<file path="src/rtl/vga_sync_gen.sv">
// Raster timing generator: pixel-enable strobe from the system clock, pixel/line
// counters, and registered sync/blank/active-video decodes aligned with the counts.
module vga_sync_gen #(
    parameter int CLK_DIV   = 2,
    parameter int H_VISIBLE = 640,
    parameter int H_FP      = 16,
    parameter int H_SYNC    = 96,
    parameter int H_BP      = 48,
    parameter int V_VISIBLE = 480,
    parameter int V_FP      = 10,
    parameter int V_SYNC    = 2,
    parameter int V_BP      = 33,
    parameter bit HS_POL    = 1'b0,
    parameter bit VS_POL    = 1'b0
) (
    input  logic        clk,
    input  logic        rst,
    output logic        pix_en,
    output logic [10:0] hcount,
    output logic [10:0] vcount,
    output logic        hs,
    output logic        vs,
    output logic        hblank,
    output logic        vblank,
    output logic        video_on,
    output logic        frame_start
);

    localparam int H_TOTAL  = H_VISIBLE + H_FP + H_SYNC + H_BP;
    localparam int V_TOTAL  = V_VISIBLE + V_FP + V_SYNC + V_BP;
    localparam int HS_START = H_VISIBLE + H_FP;
    localparam int HS_END   = HS_START + H_SYNC - 1;
    localparam int VS_START = V_VISIBLE + V_FP;
    localparam int VS_END   = VS_START + V_SYNC - 1;
    localparam int DIV_W    = (CLK_DIV > 1) ? $clog2(CLK_DIV) : 1;

    localparam logic [DIV_W-1:0] DIV_LAST = DIV_W'(CLK_DIV - 1);

    logic [DIV_W-1:0] div;
    logic [10:0]      h_next;
    logic [10:0]      v_next;

    assign pix_en      = (div == DIV_LAST);
    assign frame_start = pix_en && (hcount == '0) && (vcount == '0);

    always_comb begin
        h_next = hcount;
        v_next = vcount;
        if (hcount == 11'(H_TOTAL - 1)) begin
            h_next = '0;
            if (vcount == 11'(V_TOTAL - 1))
                v_next = '0;
            else
                v_next = vcount + 11'd1;
        end else begin
            h_next = hcount + 11'd1;
        end
    end

    // Decodes are taken from the next-state counts so they switch on the same
    // edge as hcount/vcount, with no pipeline skew.
    always_ff @(posedge clk) begin
        if (rst) begin
            div      <= '0;
            hcount   <= '0;
            vcount   <= '0;
            hs       <= ~HS_POL;
            vs       <= ~VS_POL;
            hblank   <= 1'b0;
            vblank   <= 1'b0;
            video_on <= 1'b1;
        end else begin
            div <= (div == DIV_LAST) ? '0 : div + DIV_W'(1);
            if (pix_en) begin
                hcount   <= h_next;
                vcount   <= v_next;
                hs       <= (h_next >= 11'(HS_START) && h_next <= 11'(HS_END)) ? HS_POL : ~HS_POL;
                vs       <= (v_next >= 11'(VS_START) && v_next <= 11'(VS_END)) ? VS_POL : ~VS_POL;
                hblank   <= (h_next >= 11'(H_VISIBLE));
                vblank   <= (v_next >= 11'(V_VISIBLE));
                video_on <= (h_next < 11'(H_VISIBLE)) && (v_next < 11'(V_VISIBLE));
            end
        end
    end

endmodule

</file>
<file path="config.mk">
export PLATFORM = sky130hd
export DESIGN_NAME = vga_sync_gen
export DESIGN_NICKNAME = d
export VERILOG_FILES = /design/src/rtl/vga_sync_gen.sv
export SDC_FILE = /design/constraint.sdc
export NUM_CORES = 1
export LEC_CHECK = 0
export CAP_MARGIN = 15
export CORE_AREA = 3 3 65 67
export DETAILED_ROUTE_END_ITERATION = 6
export DIE_AREA = 0 0 68 70
export PLACE_DENSITY = 0.74
export SYNTH_ARGS = -nofsm -noshare
export SYNTH_HDL_FRONTEND = slang
export SYNTH_SLANG_ARGS = --single-unit
export TNS_END_PERCENT = 10
</file>
<file path="constraint.sdc">
create_clock -name clk -period 5.5 [get_ports clk]
set_input_delay 0.825 -clock clk [delete_from_list [all_inputs] [get_ports clk]]
set_output_delay 0.825 -clock clk [all_outputs]
set_load 0.02 [all_outputs]
</file>
==> flow_metrics.tcl <==
set metrics [dict create \
    core-area_sq_um 3689 \
    area_delta_synth_final_pct 18.12 \
    antenna_left 0 \
    dr.first_iter.drc_count 156 \
    pwr_density_cell_nw_per_um2 170.5 \
    dp_hpwl_mm 3.043 \
    crit_path_top_delay_cell "clkdlybuf4s50_1" \
    clk_latency_ns 0.28 \
    status "complete, no violations" \
    netSwitchingPower_mw 0.08696 \
    async_reset_ff_frac 0 \
    endpoint_kind "output pin" \
    ys_types 54 \
    antenna_found_initial 0 \
    hp-class "reg -> reg" \
    yosys.area_share.xor_xnor 0.07153 \
    syn_area_sq_um 1837 \
    synth_simple_gate_area_frac 0.3229 \
    avgRoutedWirePerCell_um 14.25 \
    syn_avg_cell_area_sq_um 7.883 \
    post_cts_buffers 0 \
    switching_share 0.2350 \
    track_usage 0.1881 \
    maxCapViolCount 0 \
    num_antenna_cells 0 \
    grt_first_pass_wirelength_mm 7.293 \
    post-route-util 0.5882 \
    max_freq_mhz 324.0 \
    synth_warnings 0 \
    clk_pin_slew_ns 0.10 \
    cts_resized 0 \
    synthAdderAreaFrac 0.03406 \
    critPathKind "reg -> out" \
    arrival_ns 2.26 \
    overflow 0 \
    die_w_um 68 \
    hold_buffers 0 \
    vias 1741 \
    dpl_worst_slack_ns 2.601 \
    place.gp.congestion 0.9595 \
    worstPathCellList "inv_1, ha_1, nor4b_1, nand2_1, nor2_1, clkdlybuf4s50_1" \
    cts_buffers 3 \
    synth-seq-cells 28 \
    cts_tree "yes" \
    io_buffers 30 \
    ir_drop_uv 113.3 \
    cts-root-buf "clkbuf_8" \
    final_hold_viol_count 0 \
    intPower_mw 0.2830 \
    dieArea_sq_um 4760 \
    h-tree-depth 1 \
    finalSetupTns_ns 0 \
    combPwrFrac 0.080 \
    fin_ws_ns 2.413 \
    clock-sinks 28 \
    postSynthCellCount 233 \
    setup_viol 0 \
    power_leakage_nw 0.7111 \
    fin_crit_sh 0.5612 \
    start_kind "register" \
    seqPwrFrac 0.571 \
    drv_slew 0 \
    slowest_delay_ns 0.61 \
    drc 0 \
    drive_gt1_frac 0.04819 \
    required_ns 4.68 \
    synthMuxAreaShare 0.01090 \
    crit_buf_inv 2 \
    rsz0062_at_grt "false" \
    finClkSkew_ns 0.004865 \
    synth_nets 240 \
    rows 22 \
    initial_utilization 0.4980 \
    synth_compound_area_frac 0.1901 \
    worstMarginPinSlew_ns 0.6938 \
    fin_nets 257 \
    grt_max_degree 21 \
    synth_top_family_by_area "simple AND/OR/NAND/NOR gates" \
    min_period_ns 3.087 \
    grt_pass1_vias 1550 \
    path_delay_family "simple AND/OR/NAND/NOR gates" \
    die_h_um 70 \
    slew_headroom 0.5360 \
    synth_edf_count 0 \
    ys_seq_area_frac 0.3052 \
    ioPinCount 31 \
    clk_path_buf_depth 2 \
    cp_max_fo 9 \
    synth_flop_cell "dfxtp_1" \
    power_frac_clock 0.349 \
    finalWirelength_mm 4.233 \
    via_per_inst 5.862 \
    dr.pass1.iters 4 \
]
==> cells in the mapped netlist (2+ instances only) <==
master	instances	share of area
a21o_1	2	0.0082
a211o_1	2	0.0095
nand3_1	9	0.025
inv_1	9	0.018
xor2_1	5	0.024
o21ai_1	7	0.019
and3_1	5	0.017
a21oi_1	10	0.027
nor3_1	9	0.025
nor4b_1	3	0.014
nor4_1	3	0.010
o31ai_1	4	0.016
ha_1	5	0.034
o21ai_0	8	0.022
nor2_1	23	0.047
dfxtp_1	28	0.31
nand4_1	8	0.027
nand2b_1	3	0.010
a31oi_1	7	0.024
xnor2_1	10	0.048
clkbuf_1	10	0.020
or3_1	2	0.0068
mux2i_1	2	0.011
nand3_4	2	0.019
nor4_2	3	0.020
buf_2	5	0.014
buf_4	2	0.0082
or3b_1	2	0.0095
nand2_1	20	0.041
==> cell type report <==
cell class                 count  area [sq um]
clock buffer                   4         55.05
fill                         365          1519
inverter                      10         37.54
multi-input combinational    177          1156
sequential                    28         560.5
tap                           48         60.06
timing repair buffer          30         300.3
==> registers in the layout (all words and copies together) (netlist names) <==
name,flops
vcount,11
vs,1
hcount,11
hblank,1
vblank,1
video_on,1
hs,1
pix_en,1
==> per-layer routing <==
metal / routed length (um) / share of wire / track usage
met5: 0 / 0 / 0
met4: 29 / 0.0069 / 0.05077
met3: 269 / 0.064 / 0.01929
met2: 1819 / 0.43 / 0.2548
met1: 2115 / 0.50 / 0.3064
==> placed cells by master (no fill, tap or decap), types with 3 or more instances in the layout <==
cell type	count
xor2_1	5
nor2_1	23
nor4_1	3
clkbuf_8	4
a31oi_1	7
nor3_1	9
and3_1	5
nand2_1	20
o21ai_1	7
dfxtp_1	28
nor4_2	3
nand3_1	9
o21ai_0	8
ha_1	5
o31ai_1	4
clkdlybuf4s50_1	30
xnor2_1	10
nor4b_1	3
nand4_1	8
nand2b_1	3
a21oi_1	10
inv_1	9
==> path summary, 6_finish.rpt <==
path                            slack, ns           to       from  cells after the start
worst min register to register       0.49       hblank     hblank                      2
worst max register to register       3.00    vcount[6]  hcount[0]                      5
worst min-delay path                 0.49       hblank     hblank                      2
worst max-delay path                 2.41  frame_start  vcount[1]                      6
==> worst min-delay path, delay by kind of cell, from the launching register on <==
family | cells | cell delay, ns
flip-flops | 1 | 0.32
AND/OR/NAND/NOR | 2 | 0.14
==> cell families (layout without fill, tap and decap cells) <==
kind of cell / count (synthesis) / in the layout
buf+inv: 28 / 44
fa+ha+maj: 5 / 5
mux: 2 / 2
compound gates: 53 / 53
simple gates: 102 / 102
xor+xnor: 15 / 15
flops: 28 / 28
==> through the flow <==
stage	cell area (sq um)	hold slack, ns	total power [mW]	cells
6_report	2170	0.4886	0.3700	297
5_1_grt	2170	0.5450	0.3815	297
4_1_cts	2170	0.4902	0.3751	297
3_5_place_dp	2115	0.4722	0.2459	293
3_3_place_gp	2115	0.4675	0.2458	293
2_1_floorplan	1837	0.5477	0.2341	233
==> power by group through the flow <==
stage | Combinational, mW | Clock [mW] | Sequential [mW]
after CTS | 0.0301 | 0.134 | 0.211
after detailed placement | 0.0299 | 0 | 0.216
final | 0.0297 | 0.129 | 0.211
after floorplan | 0.0171 | 0 | 0.217
after global routing | 0.0331 | 0.136 | 0.212
after global placement | 0.0299 | 0 | 0.216
No activity file was read; power rests on OpenSTA's default activity.
